File: config.mk
export PLATFORM = sky130hd
export DESIGN_NAME = piezo_rx
export DESIGN_NICKNAME = d
export VERILOG_FILES = /design/src/rtl/piezo_rx.sv
export SDC_FILE = /design/constraint.sdc
export NUM_CORES = 1
export LEC_CHECK = 0
export ABC_AREA = 0
export CAP_MARGIN = 20
export CORE_MARGIN = 4
export CORE_UTILIZATION = 60
export DETAILED_ROUTE_END_ITERATION = 6
export PLACE_DENSITY = 0.81
export SETUP_SLACK_MARGIN = 0.02
export SLEW_MARGIN = 15
export SYNTH_ARGS = -nofsm -noshare
export SYNTH_HDL_FRONTEND = slang
export SYNTH_SLANG_ARGS = --single-unit
export TNS_END_PERCENT = 30
File: constraint.sdc
create_clock -name clk -period 5 [get_ports clk]
set_input_delay 1.5 -clock clk [delete_from_list [all_inputs] [get_ports clk]]
set_output_delay 1.5 -clock clk [all_outputs]
set_load 0.01 [all_outputs]
File: src/rtl/piezo_rx.sv
// rtl/piezo_rx.sv - piezo tone receiver: classifies edge periods into G6/C7/E7/G7 note events.
// Optional PIEZO_RX_FIFO_EN selects a 4-entry event FIFO instead of a single holding register.
module piezo_rx #(
  parameter int G6_PER  = 31888,
  parameter int C7_PER  = 23889,
  parameter int E7_PER  = 18961,
  parameter int G7_PER  = 15944,
  parameter int TOL     = 512,
  parameter int SIL_LEN = 32767
) (
  input  logic        clk,
  input  logic        rst_n,
  input  logic        piezo_in,
  input  logic        note_rdy,
  input  logic        ovf_clr,
  output logic        note_vld,
  output logic [1:0]  note_id,
  output logic [26:0] note_dur,
  output logic        tone_on,
  output logic        bad_per,
  output logic        ovf
);

  localparam logic [14:0] SIL     = 15'(SIL_LEN);
  localparam logic [26:0] DUR_MAX = '1;

  typedef enum logic [1:0] {IDLE, FIRST, TONE} state_t;

  logic        sync1, sync2, sync3, edge_q;
  logic [14:0] per_cnt;
  logic        cls_ok;
  logic [1:0]  cls_id;
  logic [27:0] dur_sum;
  logic [26:0] dur_add;
  logic        timeout;
  state_t      state, state_nxt;
  logic [1:0]  cur_id, id_nxt;
  logic [26:0] dur, dur_nxt;
  logic        emit, bad_nxt, pop, drop;

  // Two synchroniser flops, then a history flop; the rising-edge flag is registered.
  always_ff @(posedge clk or negedge rst_n) begin
    if (!rst_n) begin
      sync1  <= 1'b0;
      sync2  <= 1'b0;
      sync3  <= 1'b0;
      edge_q <= 1'b0;
    end else begin
      sync1  <= piezo_in;
      sync2  <= sync1;
      sync3  <= sync2;
      edge_q <= sync2 & ~sync3;
    end
  end

  always_ff @(posedge clk or negedge rst_n) begin
    if (!rst_n)              per_cnt <= '0;
    else if (edge_q)         per_cnt <= 15'd1;
    else if (per_cnt < SIL)  per_cnt <= per_cnt + 15'd1;
  end

  function automatic logic in_win(input logic [14:0] p, input int per);
    int d;
    d = int'(p) - per;
    return (d >= -TOL) && (d <= TOL);
  endfunction

  always_comb begin
    cls_ok = 1'b1;
    cls_id = 2'd0;
    if (in_win(per_cnt, G6_PER))      cls_id = 2'd0;
    else if (in_win(per_cnt, C7_PER)) cls_id = 2'd1;
    else if (in_win(per_cnt, E7_PER)) cls_id = 2'd2;
    else if (in_win(per_cnt, G7_PER)) cls_id = 2'd3;
    else                              cls_ok = 1'b0;
  end

  assign dur_sum = {1'b0, dur} + {13'b0, per_cnt};
  assign dur_add = dur_sum[27] ? DUR_MAX : dur_sum[26:0];
  assign timeout = (per_cnt == SIL);

  // Emitted events always carry the note held before this cycle's decision.
  always_comb begin
    state_nxt = state;
    id_nxt    = cur_id;
    dur_nxt   = dur;
    emit      = 1'b0;
    bad_nxt   = 1'b0;
    case (state)
      IDLE: if (edge_q) state_nxt = FIRST;
      FIRST: begin
        if (edge_q) begin
          if (cls_ok) begin
            state_nxt = TONE;
            id_nxt    = cls_id;
            dur_nxt   = 27'(per_cnt);
          end else begin
            bad_nxt = 1'b1;
          end
        end else if (timeout) begin
          state_nxt = IDLE;
        end
      end
      TONE: begin
        if (edge_q) begin
          if (!cls_ok) begin
            bad_nxt   = 1'b1;
            emit      = 1'b1;
            state_nxt = FIRST;
          end else if (cls_id == cur_id) begin
            dur_nxt = dur_add;
          end else begin
            emit    = 1'b1;
            id_nxt  = cls_id;
            dur_nxt = 27'(per_cnt);
          end
        end else if (timeout) begin
          emit      = 1'b1;
          state_nxt = IDLE;
        end
      end
      default: state_nxt = IDLE;
    endcase
  end

  always_ff @(posedge clk or negedge rst_n) begin
    if (!rst_n) begin
      state   <= IDLE;
      cur_id  <= 2'd0;
      dur     <= '0;
      bad_per <= 1'b0;
    end else begin
      state   <= state_nxt;
      cur_id  <= id_nxt;
      dur     <= dur_nxt;
      bad_per <= bad_nxt;
    end
  end

  assign tone_on = (state == TONE);
  assign pop     = note_vld && note_rdy;

`ifdef PIEZO_RX_FIFO_EN
  logic [28:0] mem [4];
  logic [1:0]  wr_ptr, rd_ptr;
  logic [2:0]  count;
  logic        push_ok;

  assign push_ok = emit && ((count != 3'd4) || pop);
  assign drop    = emit && !push_ok;

  always_ff @(posedge clk or negedge rst_n) begin
    if (!rst_n) begin
      for (int i = 0; i < 4; i++) mem[i] <= '0;
      wr_ptr <= '0;
      rd_ptr <= '0;
      count  <= '0;
    end else begin
      if (push_ok) begin
        mem[wr_ptr] <= {cur_id, dur};
        wr_ptr      <= wr_ptr + 2'd1;
      end
      if (pop) rd_ptr <= rd_ptr + 2'd1;
      count <= count + {2'b0, push_ok} - {2'b0, pop};
    end
  end

  assign note_vld            = (count != 3'd0);
  assign {note_id, note_dur} = mem[rd_ptr];
`else
  logic accept;

  // A pop in the same cycle frees the register for the arriving event.
  assign accept = emit && (!note_vld || note_rdy);
  assign drop   = emit && !accept;

  always_ff @(posedge clk or negedge rst_n) begin
    if (!rst_n) begin
      note_vld <= 1'b0;
      note_id  <= 2'd0;
      note_dur <= '0;
    end else if (accept) begin
      note_vld <= 1'b1;
      note_id  <= cur_id;
      note_dur <= dur;
    end else if (pop) begin
      note_vld <= 1'b0;
    end
  end
`endif

  always_ff @(posedge clk or negedge rst_n) begin
    if (!rst_n)       ovf <= 1'b0;
    else if (drop)    ovf <= 1'b1;
    else if (ovf_clr) ovf <= 1'b0;
  end

endmodule

== Word-level counts from Yosys, hierarchy flattened ==
Cells that the tools add are included.

* Register bits: 82
* Logic and storage cells: 103

* Add/sub/neg operators: 6
* $lt $le $gt $ge: 9
* Equality and inequality tests: 12
* Mux-type cells: 42
* Bitwise logic cells: 2
* Reductions and logical operators: 19

{| class="wikitable"
|+ Operator list
! cell !! count
|-
| 27-bit two-way mux || 6
|-
| 16-bit by 10-bit greater-or-equal comparator with 1-bit output (second input constant) || 4
|-
| 16-bit by 11-bit <= comparator with 1-bit output (second input constant) || 4
|-
| 27-bit case mux with 2 select lines || 1
|-
| 15-bit by 15-bit subtractor with 16-bit output (second input constant) || 3
|-
| 15-bit two-way mux || 2
|-
| 2-bit two-way mux || 15
|-
| 27-bit by 15-bit adder with 28-bit output || 1
|-
| 1-bit two-way mux || 16
|-
| 15-bit by 14-bit subtractor with 16-bit output (second input constant) || 1
|-
| 15-bit by 1-bit adder with 15-bit output (second input constant) || 1
|-
| 15-bit equality test (second input constant) || 1
|-
| 15-bit < comparator (second input constant) || 1
|-
| 2-bit inequality test (second input constant) || 4
|-
| 2-bit nonzero test || 4
|-
| 1-bit logical AND || 7
|-
| 3-bit inequality test (second input constant) || 2
|-
| 2-bit case mux with 3 select lines || 1
|-
| 6-bit AND reduction || 1
|-
| 5-bit AND reduction || 1
|-
| 2-bit by 1-bit inequality test with 1-bit output (second input constant) || 2
|-
| 2-bit case mux with 2 select lines || 1
|-
| 3-bit AND reduction || 1
|-
| 2-bit by 1-bit equality test with 1-bit output (second input constant) || 1
|-
| other kinds (8) || 9
|}

== Depth between registers and ports, before layout ==
* Word-level depth: 16
* Mapped depth: 16

== Least setup slack after synthesis ==
No wires, ideal clock.

* Kind: reg2reg
* From: register per_cnt[4]
* To: register note_dur[19]
* Setup time: 0.125 ns
* Arrival time: 3.322 ns
* Setup slack: 1.552 ns
* Stages on the path, launching flop included: 15
* Buffers on the path: 3
* Path through: dfrtp_1 -> ha_1 -> clkbuf_1 -> nor4_1 -> o21ai_1 -> a2111oi_0 -> o2111ai_1 -> a32o_1 -> and3_1 -> a21oi_1 -> nand3_2 -> nand4_2 -> buf_6 -> buf_6 -> mux2_4

* Longest elaborated chain between the ends: 13
* Elaborated cells between the ends (all ways): 32

{| class="wikitable"
|+ RTL lines
! what !! RTL line !! RTL
|-
| start: declaration || 30 || <nowiki>logic [14:0] per_cnt;</nowiki>
|-
| start signal: assignment || 59 || <nowiki>else if (per_cnt < SIL) per_cnt <= per_cnt + 15'd1;</nowiki>
|-
| 15-bit by 14-bit subtractor with 16-bit output || 64 || <nowiki>d = int'(p) - per;</nowiki>
|-
| 16-bit by 10-bit greater-or-equal comparator with 1-bit output / 16-bit by 11-bit <= comparator with 1-bit output (equally long branches) || 65 || <nowiki>return (d >= -TOL) && (d <= TOL);</nowiki>
|-
| 1-bit logical AND || 65 ||
|-
| 2-bit two-way mux || 74 || <nowiki>else if (in_win(per_cnt, G7_PER)) cls_id = 2'd3;</nowiki>
|-
| 2-bit two-way mux || 73 || <nowiki>else if (in_win(per_cnt, E7_PER)) cls_id = 2'd2;</nowiki>
|-
| 2-bit two-way mux || 72 || <nowiki>else if (in_win(per_cnt, C7_PER)) cls_id = 2'd1;</nowiki>
|-
| 2-bit two-way mux || 71 || <nowiki>if (in_win(per_cnt, G6_PER)) cls_id = 2'd0;</nowiki>
|-
| 2-bit equality test || 110 || <nowiki>end else if (cls_id == cur_id) begin</nowiki>
|-
| 1-bit two-way mux || 110 ||
|-
| 1-bit two-way mux || 106 || <nowiki>if (!cls_ok) begin</nowiki>
|-
| 1-bit two-way mux * || 105 || <nowiki>if (edge_q) begin</nowiki>
|-
| 1-bit two-way mux * || 89 || <nowiki>case (state)</nowiki>
|-
| 1-bit logical AND * || 174 || <nowiki>assign accept = emit && (!note_vld || note_rdy);</nowiki>
|-
| end signal: assignment || 185 || <nowiki>note_dur <= dur;</nowiki>
|-
| end: declaration || 18 || <nowiki>output logic [26:0] note_dur,</nowiki>
|}

Mark *: on every way between the ends. The rest lies on a longest branch, timed or not.
A chain may end at the register's enable or synchronous reset.

== Worst setup path after layout ==
* From: register per_cnt[5]
* To: register note_dur[9]

The elaborated chain is that of the path after synthesis.

==> qor.yml <==
final_hold_viol_count: 0
syn_inst: 627
async_reset_ff_share_pct: 100.0
grtUsageMet3_pct: 3.246
synth_seq_cells: 82
netlist_top_cells_area: "dfrtp_1 (36%), ha_1 (5.9%), nand2_1 (4.1%), mux2_2 (3.9%), xnor2_1 (3.5%)"
setup_violations: 0
period_share_pct: 85.35
nNetsFinal: 673
avgRoutedWirePerCell_um: 16.78
area_delta_synth_final_pct: 10.79
grt_pass1_wl_mm: 21.96
fin_cells: 774
drc: 0
worst_path_largest_cell_delay_ns: 0.74
first_global_vias: 4562
synth_cell_types: 73
min_period_ns: 4.268
cts.repair.resized: 0
critPathBufInv: 2
fin_util_pct: 68.53
peakVddDrop_uv: 192.6
place_area_sq_um: 6095
core-area_sq_um: 9240
holdCritPathClass: "flop to flop"
cp_top_family: "compound AO/OA/AOI/OAI gates"
dp_cells: 757
vias_per_cell: 6.202
status: "complete, no violations"
syn-num-nets: 660
p_leak_nw: 2.961
nFillCells: 714
crit_required_ns: 5.24
clock_path_buffers: 2
powerDensity_nw_per_um2: 302.8
yosysSeqAreaShare_pct: 35.90
met1_usage_pct: 31.27
tritoncts: "yes"
fp.dieH_um: 105.6
yosysTopAreaCellShare_pct: 35.90
rows: 35
clock-sinks: 82
cp.arrival_ns: 4.51
synth_largest_area_cell: "dfrtp_1"
ys.warnings.count: 0
path_class: "flop to flop"
synth_top_flop_cell: "dfrtp_1"
cpMaxStageDelayCell: "dfrtp_1"
clock_skew_ns: 0.02101
firstDrtPassIters: 6
root_buffer: "clkbuf_8"
relSlewSlack_pct: 41.23
grt_max_degree: 83
numCtsBuffers: 9
gp_congestion: 0.9089
netlist_area_sq_um: 5715
drv_cap: 0
post_cts_buffers: 0
worst_pin_slew_ns: 0.8815
cp_max_fo: 29
startpoint: "per_cnt[5]"
cts_hold_buffers: 0
synth_edf_count: 0
die_x_um: 105.6
maxSlewViolCount: 0
antenna_cells: 0
synth_common_cells: "dfrtp_1 (82), nand2_1 (63), nor2_1 (40)"
multi_input_area_sq_um: 3405
grt-busiest-layer: "met2"
max_freq_ghz: 0.2343
seq_area_sq_um: 2052
antenna_left: 0
hold_slack_ns: 0.3650
path_cells: "inv_1, ha_1, o21ai_0, nor2_1, a2111oi_0, o2111ai_1, a32o_1, and3_1, a21oi_1, nand3_2, nand4_2, buf_4, mux2_2"
gr-usage-met2_pct: 40.07
overflow: 0
rsz0062_at_grt: "no"
insertion_delay_ns: 0.37
num_vias: 4800
end_kind: "flop"
clkTransAtPathRegs_ns: 0.09
grt_antenna_before_repair: 0
avgSynthCellArea_sq_um: 9.116
start_util_pct: 61.86
synth.most_common_cell: "dfrtp_1"
num_io_pins: 38
htree_levels: 3
die-area_sq_um: 11150
tns_ns: 0
final_area_sq_um: 6332
drt-initial-drc-count: 261
io_buffers: 37
drive_gt1_share_pct: 10.23
r2r-start: "per_cnt[5]"
dpl.hpwl_mm: 9.127
cp-start-kind: "flop"
hold_start: "sync1"
drt-total-wl_mm: 12.99
grt_use_total_pct: 23.73
[through the flow]
| stage | worst slack, ns | power [mW] |
|---|---|---|
| 3_5_place_dp | 0.7507 | 1.414 |
| 2_1_floorplan | 1.552 | 1.247 |
| 4_1_cts | 0.7482 | 1.923 |
| 5_1_grt | 0.3394 | 2.037 |
| 6_report | 0.7323 | 1.917 |
| 3_3_place_gp | 0.8803 | 1.380 |
[flip-flops by register name (all words and copies together), names as in the netlist]
| signal | flops |
|---|---|
| dur | 27 |
| cur_id | 2 |
| state | 2 |
| sync2 | 1 |
| sync1 | 1 |
| bad_per | 1 |
| per_cnt | 15 |
| note_dur | 27 |
| edge_q | 1 |
| ovf | 1 |
| note_id | 2 |
| sync3 | 1 |
| note_vld | 1 |
[final timing paths]
kind | endpoint | slack [ns] | cells past startpoint
setup / recovery | note_dur[9] | 0.73 | 13
hold / removal | sync2 | 0.36 | 0
setup reg to reg | note_dur[9] | 0.73 | 13
hold reg to reg | sync2 | 0.36 | 0
max in group asynchronous | cur_id[1] | 3.35 | 2
min in group asynchronous | dur[1] | 1.05 | 1
[placed cells by master (no fill, tap or decap), types with 10 or more instances in the layout]
master,instances
a21oi_1,34
and3_1,13
clkbuf_8,10
clkdlybuf4s50_1,36
dfrtp_1,82
ha_1,27
inv_1,19
mux2_2,20
mux2_4,10
mux2i_1,18
nand2_1,63
nand3_1,17
nor2_1,40
nor3_1,14
o21ai_0,39
o22a_1,11
xnor2_1,23
xor2_1,11
[layer usage]
layer  wire, um  share of wire (%)
met5          0                  0
met4        306                2.4
met1       5753                 44
met3        562                4.3
met2       6366                 49
[power breakdown]
| part | switching, mW | internal (mW) |
|---|---|---|
| clock network | 0.263 | 0.252 |
| registers | 0.0779 | 0.719 |
| logic | 0.349 | 0.257 |
| total | 0.689 | 1.23 |
[area by class of cell]
class,count,share of cell area [%]
repair buffers,43,6.837
well taps,129,2.549
inverters,19,1.126
multi-input cells,485,53.76
flip-flops and latches,82,32.40
clock buffers,10,2.173
clock inverters,6,1.146
[kinds of logic (layout without fill, tap and decap cells)]
kind of cell	Yosys count	in the layout	synth area share, %
simple gates	217	217	19.92
compound gates	158	158	18.26
flops	82	82	35.90
buf+inv	60	78	4.729
mux	48	48	9.720
xor+xnor	34	34	5.210
fa+ha+maj	28	28	6.261
[worst register-to-register path: cells and delay by family, from the launching register on]
family | cells | cell delay, ns
simple gates | 4 | 0.52
buf+inv | 2 | 0.63
flops | 1 | 0.74
compound gates | 5 | 1.45
fa+ha+maj | 1 | 0.38
mux | 1 | 0.41
Note: power is estimated with default switching activity, not from simulation.
==> edit 1: new RTL, same flow settings <==
Add a define of `PIEZO_RX_FIFO_EN`.
--- a/src/rtl/piezo_rx.sv
+++ b/src/rtl/piezo_rx.sv
@@ -1,5 +1,7 @@
 // rtl/piezo_rx.sv - piezo tone receiver: classifies edge periods into G6/C7/E7/G7 note events.
 // Optional PIEZO_RX_FIFO_EN selects a 4-entry event FIFO instead of a single holding register.
+`define PIEZO_RX_FIFO_EN
+
 module piezo_rx #(
   parameter int G6_PER  = 31888,
   parameter int C7_PER  = 23889,
Check against the original RTL: same outputs for any inputs over 10 cycles, from zero or initial values and one cycle with rst_n low; that may be too few to reach the edited logic, so the function may still have changed.
==> edit 1 against the unedited design <==
- maximum frequency decreased by 1.0%
- sequential cell count increased by 93
- worst setup slack got worse by 44 ps
- combinational power increased by 15%
- largest power group unchanged
- critical path type unchanged
- sequential power increased by 100%
- area after synthesis increased by 78%
- largest cell class unchanged
- design area increased by 78%
- routed wire length increased by 63%
- critical endpoint is now count[2]
- power increased by 89%
==> edit 1: results (changes against the unedited design) <==
[outcome]
run_status = finished clean

[global_routing]
grt_usage_pct = 22.9  ; -0.85 points
grt_pass1_wl_mm = 36.3  ; +65%
use_met2_pct = 36.8  ; -3.2 points
use_met3_pct = 4.21  ; +0.97 points
use_met1_pct = 32.3  ; +1.0 points
grt_pass1_vias = 7063  ; +55%

[detailed_routing]
wl_met2_mm = 10.1  ; +59%
drt-met1-wl_mm = 9.94  ; +73%
drt_iter0_markers = 491  ; +88%
drt_wl_total_mm = 21.2  ; +63%

[yosys]
synthTopCellsByCount = dfrtp_1 (175), mux2_2 (80), nand2_1 (66)
synthDistinctLibCells = 77  ; +5.5%
synth-seq-cells = 175  ; +110%
syn_inst = 884  ; +41%
seq_area_frac_synth_pct = 43.0  ; +7.1 points

[clock_tree]
clk_transition_reported_paths_ps = 70  ; -20 ps
root_buffer = clkbuf_16
clock_latency_ps = 430  ; +60 ps

[power]
ir_drop_uv = 240  ; +25%
p_leak_nw = 5.43  ; +83%

[final_layout]
layout.nonclk_buf_share_pct = 4.45  ; -2.4 points
drive_above_1_share_pct = 23.5  ; +13 points
multi_input_cells = 625  ; +29%
inv_count = 28  ; +9
multi_input_area_sq_um = 5420  ; +59%

[placed_design]
place_ws_ps = 736  ; -15.1 ps
dp_hpwl_mm = 13.8  ; +51%

[setup_path]
cp_max_fo = 11  ; -62%
cp_slowest_stage_delay_ps = 560  ; -180 ps

[edit 1: report_power, final]
part	switching, mW	internal (mW)	total, mW
Sequential	0.143	1.48	1.62
Combinational	0.390	0.303	0.694
Clock	0.612	0.705	1.32
[edit 1: cells by family (layout without fill, tap and decap cells)]
family / count (synthesis) / count (layout) / synth area share [%]
adders and majority gates: 36 / 36 / 4.57
DFF: 175 / 175 / 43.0
xor gates and xnor gates: 33 / 33 / 2.84
muxes: 165 / 165 / 22.7
buffers and inverters: 84 / 111 / 4.13
AOI/OAI and AO/OA: 162 / 162 / 11.2
and+or+nand+nor: 229 / 229 / 11.6
[edit 1: path summary, 6_finish.rpt]
check | endpoint | startpoint | depth (start not counted) | slack, ps
max | count[2] | per_cnt[0] | 15 | 690
min | sync2 | sync1 | 0 | 350
max reg2reg | count[2] | per_cnt[0] | 15 | 690
min reg2reg | sync2 | sync1 | 0 | 350
max in group asynchronous | rd_ptr[0] | rst_n | 2 | 2940
min in group asynchronous | per_cnt[3] | rst_n | 1 | 1140
==> edit 2: new RTL, same settings <==
Without the edit above. Encoding of `state_t`: now one-hot (3 bits for 3 states).
--- a/src/rtl/piezo_rx.sv
+++ b/src/rtl/piezo_rx.sv
@@ -24,7 +24,7 @@
   localparam logic [14:0] SIL     = 15'(SIL_LEN);
   localparam logic [26:0] DUR_MAX = '1;
 
-  typedef enum logic [1:0] {IDLE, FIRST, TONE} state_t;
+  typedef enum logic [2:0] {IDLE = 3'b001, FIRST = 3'b010, TONE = 3'b100} state_t;
 
   logic        sync1, sync2, sync3, edge_q;
   logic [14:0] per_cnt;
Formal check against the unedited RTL: no difference found for any inputs over 10 cycles, from zero or initial values and one cycle with rst_n low; not proved beyond that.
==> edit 2 against the unedited design <==
- worst setup slack gained 110 ps
- routed wire length is 11% higher
- non-clock buffer count increased by 2
- area after synthesis shrank 0.94%
- sequential cell count rose by 1
- via count up 4.0%
- design area decreased by 1.0%
- first-iteration DRC count up 62%
- count of clock-buffer cells in the layout down 1
- worst hold slack got worse by 1.5 ps
Power is not compared: it rests on default switching activity, and its combinational part moved more than twofold at a synthesized area within 25%.
==> edit 2: results (changes against the unedited design) <==
[timing]
hold_slack_ps = 363  ; -1.54 ps
fin_skew_ps = 14.4  ; -6.59 ps
maxSlewHeadroom_pct = 44.7  ; +3.5 points
period_needed_ps = 4160  ; -107 ps

[placed_design]
placedCellCount = 742  ; -2.0%
dp_hpwl_mm = 10.2  ; +11%
place_ws_ps = 969  ; +218 ps
place_area_sq_um = 6040  ; -0.84%

[detailed_routing]
drt_iter0_markers = 424  ; +62%
routed_via_density = 6.57  ; +6.0%
post_drt_wl_per_cell_microns = 19.1  ; +14%
dr.pass1.iters = 5  ; -1

[final_layout]
area_growth_pct = 10.7  ; about the same
nFillCells = 730  ; +2.2%
drive_above_1_share_pct = 11.7  ; +1.5 points
finish.cell_count_without_fillers = 759  ; -1.9%
fin_nets = 672  ; -0.15%

[setup_path]
cp_slowest_stage_delay_ps = 540  ; -200 ps
cp.arrival_ps = 4410  ; -100 ps
r2r_start = per_cnt[4]
reg2reg_to = note_dur[3]
r2r_setup_slack_ps = 840  ; +110 ps

[global_routing]
grt_pass1_wl_mm = 24.7  ; +12%
grt_max_degree = 84  ; +1.2%
grt_pass1_vias = 5000  ; +9.6%
grt_usage_pct = 26.9  ; +3.2 points

[yosys]
synthTopCellsByArea = dfrtp_1 (36%), ha_1 (5.1%), xnor2_1 (4.0%)
syn_inst = 622  ; -0.80%
synth_fp_nets = 651  ; -1.4%
synthDistinctLibCells = 80  ; +9.6%
synthTopCellsByCount = dfrtp_1 (82), nand2_1 (58), nor2_1 (50)

[clock_tree]
cts_made_buffers = 9  ; unchanged
cts_resized = 0  ; unchanged
clk_path_buf_depth = 2  ; unchanged

[power]
ir_drop_uv = 158

[outcome]
run_status = finished clean

## edit 2: changes by cell type after synthesis, sizes merged, moves of 5 or more
| cell | change |
|---|---|
| nand2 | -5 |
| xor2 | -5 |
| o211ai | +20 |
| and2 | -5 |
| inv | +9 |
| o22a | -11 |
| and3 | -8 |
| nor2b | -6 |
| mux2i | -15 |
| clkbuf | -10 |
| nor2 | +10 |
## edit 2: report_power, final
group	switching, mW	internal (mW)	total, mW
logic	0.119	0.0752	0.194
registers	0.0501	0.687	0.737
clock network	0.283	0.195	0.478
## edit 2: logic make-up (layout without fill, tap and decap cells)
family	count (synthesis)	count (layout)	share of synthesized area, %
compound gates	178	178	21.6
xor+xnor	32	32	4.95
fa+ha+maj	24	24	5.44
buf+inv	64	90	5.17
flops	83	83	36.7
mux	32	32	6.96
simple gates	209	209	19.2
## edit 2: metal layers
metal / track usage (%) / part of all wire, % / vias up
li1: - / - / 2329
met1: 36.7 / 44 / 2426
met2: 44.1 / 47 / 213
met3: 5.00 / 7.0 / 22
met4: 6.94 / 1.9 / 0
met5: 0 / 0 / -
## edit 2: worst min path at each step
stage	to	cells after the start
final	sync2	0
after global routing	sync2	0
after CTS	sync2	0
after detailed placement	sync2	0
after global placement	sync2	0
after floorplan	sync2	0
## edit 2: area by class of cell
cell class / instances / area share, %
sequential: 83 / 33.2
clock inverter: 7 / 1.16
clock buffer: 9 / 1.98
tap: 111 / 2.22
timing repair buffer: 45 / 7.15
multi-input combinational: 475 / 52.6
inverter: 29 / 1.74
## edit 2: worst register-to-register path: cells and delay by family, from the launching register on
kind,cells,cell delay (ps)
AOI/OAI and AO/OA,4,1320
xor gates and xnor gates,1,340
adders and majority gates,1,200
buffers and inverters,2,640
DFF,1,540
muxes,1,430
and+or+nand+nor,4,610
